--- src/rtl/noc_pkg.sv ---
// Router-wide constants: flit layout and output port identifiers.
package noc_pkg;
    localparam int FLIT_W      = 23;
    localparam int PAYLOAD_LSB = 7;
    localparam int ADDR_LSB    = 3;
    localparam int TGT_W       = 3;

    typedef enum logic [TGT_W-1:0] {
        LOCAL = 3'd0,
        NORTH = 3'd1,
        EAST  = 3'd2,
        SOUTH = 3'd3,
        WEST  = 3'd4
    } port_id_e;
endpackage

--- src/rtl/rr_arbiter.sv ---
// Combinational round-robin picker: first requester at or above ptr, wrapping.
module rr_arbiter #(
    parameter int N  = 5,
    parameter int IW = (N > 1) ? $clog2(N) : 1
) (
    input  logic [N-1:0]  req,
    input  logic [IW-1:0] ptr,
    output logic [N-1:0]  gnt,
    output logic [IW-1:0] winner,
    output logic          any_gnt
);
    always_comb begin
        gnt     = '0;
        winner  = '0;
        any_gnt = 1'b0;
        for (int k = 0; k < N; k++) begin
            int idx;
            idx = int'(ptr) + k;
            if (idx >= N) idx = idx - N;
            if (!any_gnt && req[idx]) begin
                any_gnt  = 1'b1;
                gnt[idx] = 1'b1;
                winner   = IW'(idx);
            end
        end
    end
endmodule

--- src/rtl/output_port_arbiter.sv ---
// Per-output-port scheduler: round-robin over input buffer heads aimed at PORT_ID,
// feeding a single registered valid/ready stage toward the downstream link.
module output_port_arbiter #(
    parameter int                          N_IN    = 5,
    parameter int                          FLIT_W  = noc_pkg::FLIT_W,
    parameter logic [noc_pkg::TGT_W-1:0]   PORT_ID = noc_pkg::LOCAL,
    parameter int                          CNT_W   = 16
) (
    input  logic                     clk,
    input  logic                     rst,
    input  logic [N_IN*FLIT_W-1:0]   in_flit,
    input  logic [N_IN-1:0]          in_nonempty,
    output logic [N_IN-1:0]          pop,
    output logic [FLIT_W-1:0]        out_flit,
    output logic                     out_valid,
    input  logic                     out_ready,
    output logic [CNT_W-1:0]         sent_cnt
);
    import noc_pkg::*;

    localparam int PW = (N_IN > 1) ? $clog2(N_IN) : 1;

    logic [N_IN-1:0]   w_req;
    logic [N_IN-1:0]   w_gnt;
    logic [PW-1:0]     w_win;
    logic              w_any;
    logic              w_load;
    logic [PW-1:0]     r_ptr;
    logic [FLIT_W-1:0] r_flit;
    logic              r_valid;
    logic [CNT_W-1:0]  r_cnt;

    for (genvar i = 0; i < N_IN; i++) begin : g_req
        assign w_req[i] = in_nonempty[i] && (in_flit[i*FLIT_W +: TGT_W] == PORT_ID);
    end

    rr_arbiter #(.N(N_IN), .IW(PW)) u_rr (
        .req     (w_req),
        .ptr     (r_ptr),
        .gnt     (w_gnt),
        .winner  (w_win),
        .any_gnt (w_any)
    );

    // Loading is allowed when the stage is empty or its flit leaves this cycle.
    assign w_load = !r_valid || out_ready;
    assign pop    = (rst && w_load && w_any) ? w_gnt : '0;

    always_ff @(posedge clk or negedge rst) begin
        if (!rst) begin
            r_ptr   <= '0;
            r_flit  <= '0;
            r_valid <= 1'b0;
            r_cnt   <= '0;
        end else begin
            if (w_load) begin
                if (w_any) begin
                    r_flit  <= in_flit[w_win*FLIT_W +: FLIT_W];
                    r_valid <= 1'b1;
                    r_ptr   <= (w_win == PW'(N_IN-1)) ? '0 : w_win + 1'b1;
                end else begin
                    r_valid <= 1'b0;
                end
            end
            if (r_valid && out_ready && r_cnt != '1)
                r_cnt <= r_cnt + 1'b1;
        end
    end

    assign out_flit  = r_flit;
    assign out_valid = r_valid;
    assign sent_cnt  = r_cnt;
endmodule

--- config.mk ---
export PLATFORM = sky130hd
export DESIGN_NAME = output_port_arbiter
export DESIGN_NICKNAME = d
export VERILOG_FILES = /design/src/rtl/noc_pkg.sv /design/src/rtl/rr_arbiter.sv /design/src/rtl/output_port_arbiter.sv
export SDC_FILE = /design/constraint.sdc
export NUM_CORES = 1
export LEC_CHECK = 0
export ABC_AREA = 1
export CORE_MARGIN = 2
export CORE_UTILIZATION = 45
export DETAILED_ROUTE_END_ITERATION = 12
export GPL_ROUTABILITY_DRIVEN = 0
export PLACE_DENSITY_LB_ADDON = 0.3
export SLEW_MARGIN = 25
export SYNTH_ARGS = -nofsm -noshare
export SYNTH_HDL_FRONTEND = slang
export SYNTH_SLANG_ARGS = --single-unit
--- constraint.sdc ---
create_clock -name clk -period 4 [get_ports clk]
set_input_delay 0.4 -clock clk [delete_from_list [all_inputs] [get_ports clk]]
set_output_delay 0.4 -clock clk [all_outputs]
set_load 0.1 [all_outputs]
==> results.cfg <==
[run_status]
status = complete, no violations

[clocking]
postCtsHoldBufs = 0
clk_pin_slew_worst_paths_ns = 0.08
cts_buffers = 5
cts_tree = yes
cts_root_buf = clkbuf_8
htreeDepth = 2
cts_max_path_buffers = 2
clk_latency_ns = 0.29
clock_sinks = 43

[floorplan]
ios = 168
core_area_um2 = 9110
core.rowCount = 35
start_util_pct = 45.9
die_h_um = 100
dieArea_um2 = 10100
fp.dieW_um = 100

[timing]
drv_slew = 0
relSlewSlack_pct = 31.0
hold_viol_final = 0
fmax_ghz = 0.262
skew_ns = 0.00748
finalCriticalPeriod_ns = 3.82
setup_slack_ns = 0.182
worstMarginPinSlew_ns = 1.03
min_period_over_period_pct = 95.5
finalSetupViolCount = 0

[worst_setup_path]
crit_path_start_kind = flop
cp.required_ns = 3.60
crit_fanout = 7
worstSetupPathType = flop to output port
critPathCaptureType = output port
critPathArrivalTime_ns = 3.42
reg2reg_to = r_ptr[1]
critPathLaunch = r_ptr[1]
reg2reg_setup_slack_ns = 0.50
worst_r2r_path_depth = 21
regToRegStartpoint = r_ptr[0]
crit_path_end = pop[4]

[yosys]
synth_area_per_cell_um2 = 6.59
syn_nets = 780
synth_edf_count = 0
yosysUniqueCellTypes = 44
async_flop_share_pct = 100
ys.flop_type = dfrtp_1
yosys_warnings = 0
synth_area_um2 = 4180
syn_inst = 635
synth_seq_area_share_pct = 25.7
yosys_register_bits = 43

[global_routing]
grt_pass1_wl_mm = 23.0
grt.overflow.total = 0
grtUsageTotal_pct = 28.1
grt_pass1_vias = 4764
antenna_found_initial = 0
grt_max_degree = 44

[placement]
pre_cts_ws_ns = 0.255
numPortBuffers = 167
dp_hpwl_mm = 11.5
dp_cells = 899

[job]
drv_cap = 0

[drt]
dr.pass1.iters = 5
drt_iter0_markers = 430
viasPerCell = 5.64
drcViolationCount = 0
antenna_left = 0
routed_wl_mm = 14.9
wire_per_inst_um = 16.3
routed-via-count = 5143

[cells_and_area]
multi_input_area_um2 = 2780
final_cells = 912
final-seq-area_um2 = 1080
drive_above_1_share_pct = 10.9
num-fill-cells = 769
area_delta_synth_final_pct = 47.2
nets = 945
diodes = 0

[worst_hold_path]
hp-class = input port to async pin
worst min-delay path by stage:
stage            startpoint            to  slack [ns]  depth (start not counted)
3_3_place_gp   sent_cnt[14]  sent_cnt[14]        0.49                          1
5_1_grt                 rst   out_flit[7]        0.23                          2
2_1_floorplan           rst   out_flit[0]        0.10                          0
6_report                rst   out_flit[3]        0.19                          2
4_1_cts                 rst   out_flit[7]        0.20                          2
3_5_place_dp   sent_cnt[14]  sent_cnt[14]        0.49                          1
metrics by stage:
stage	setup TNS [ns]	area [um^2]	utilization, %	hold slack (ns)
floorplan	-0.939	4180	-	0.104
global placement	0	5990	65.8	0.486
detailed placement	0	5990	65.8	0.488
CTS	0	6100	66.9	0.202
global route	-0.00457	6160	67.6	0.228
finish	0	6160	67.6	0.190
cell usage after synthesis, types with 6 or more instances:
| master | count | area, um^2 |
|---|---|---|
| xor2_1 | 10 | 87.6 |
| nand2_2 | 8 | 50.1 |
| nand4_1 | 17 | 106 |
| buf_4 | 7 | 52.6 |
| nor2_2 | 6 | 37.5 |
| nor2_1 | 53 | 199 |
| dfrtp_1 | 43 | 1080 |
| nand3_1 | 142 | 711 |
| buf_2 | 11 | 55.1 |
| a21oi_1 | 51 | 255 |
| inv_1 | 45 | 169 |
| nand2_1 | 137 | 514 |
| xnor2_1 | 7 | 61.3 |
| inv_2 | 10 | 37.5 |
| ha_1 | 21 | 263 |
| nand3_2 | 7 | 70.1 |
| nor3_1 | 7 | 35.0 |
| o21ai_0 | 9 | 45.0 |
flip-flops by register name, summed over array words and instances, names as in the netlist:
register / count
r_ptr: 3
out_flit: 23
out_valid: 1
sent_cnt: 16
placed cells by master (no fill, tap or decap), types with 2 or more instances in the layout:
cell,count
buf_12,6
nor3_1,7
clkdlybuf4s50_1,161
clkbuf_8,5
nor4_1,5
nand2_1,135
nor2_2,9
inv_2,11
nand3_1,142
buf_4,17
nor3b_1,2
xnor2_1,7
xor2_2,3
o21ai_2,2
ha_1,20
nor2_1,50
xor2_1,10
clkinvlp_4,2
dfrtp_1,42
a31o_2,2
a31oi_1,2
nand2_2,9
nand4_2,2
nand4_1,17
o21ai_1,3
o21ai_0,8
inv_1,42
a21oi_1,50
nand2_4,2
nand3_2,7
kinds of logic (layout without fill, tap and decap cells):
family / after synthesis / after routing / share of synthesized area (%)
AND/OR/NAND/NOR: 390 / 390 / 43.6
buffers and inverters: 83 / 249 / 8.76
AO/OA/AOI/OAI: 76 / 76 / 10.0
flip-flops: 43 / 43 / 25.7
adder cells (fa/ha/maj): 22 / 22 / 6.76
XOR/XNOR: 21 / 21 / 5.11
repair_timing:
item                                    4_1_cts  5_1_grt
resized for setup                             1       15
pin swaps                                     0        2
setup buffers                                 2        3
endpoints found under the setup margin        3        5
metal layers:
metal  wire [um]  vias up  GRT usage (%)
met3        1250       58           5.22
met4         537        0           8.96
met1        5750     2319           33.8
met5           0        -              0
li1            -     2466              -
met2        7350      300           50.6
final cells by class:
cell class | count | area share (%)
clock buffer | 6 | 1.18
clock inverter | 2 | 0.203
inverter | 56 | 3.51
multi-input combinational | 509 | 45.1
sequential | 43 | 17.5
tap | 111 | 2.26
timing repair buffer | 185 | 30.3
critical path, stage by stage, from the launching register on:
cell and delay, ns:
dfrtp_2 0.47, clkinvlp_4 0.14, ha_1 0.22, inv_1 0.07, ha_1 0.21, inv_2 0.11
nand2_4 0.09, nand2_1 0.07, nand2_1 0.07, nor2_2 0.16, nand3_1 0.10, nand3_2 0.16
nand4_1 0.18, nor2_2 0.20, nand2_1 0.13, o221ai_1 0.23, a21oi_1 0.10, a21oi_2 0.22
buf_12 0.20
Power is left out: the tool's default activity adds up to more than one toggle a clock period on the data nets, which glitch-free logic cannot reach.
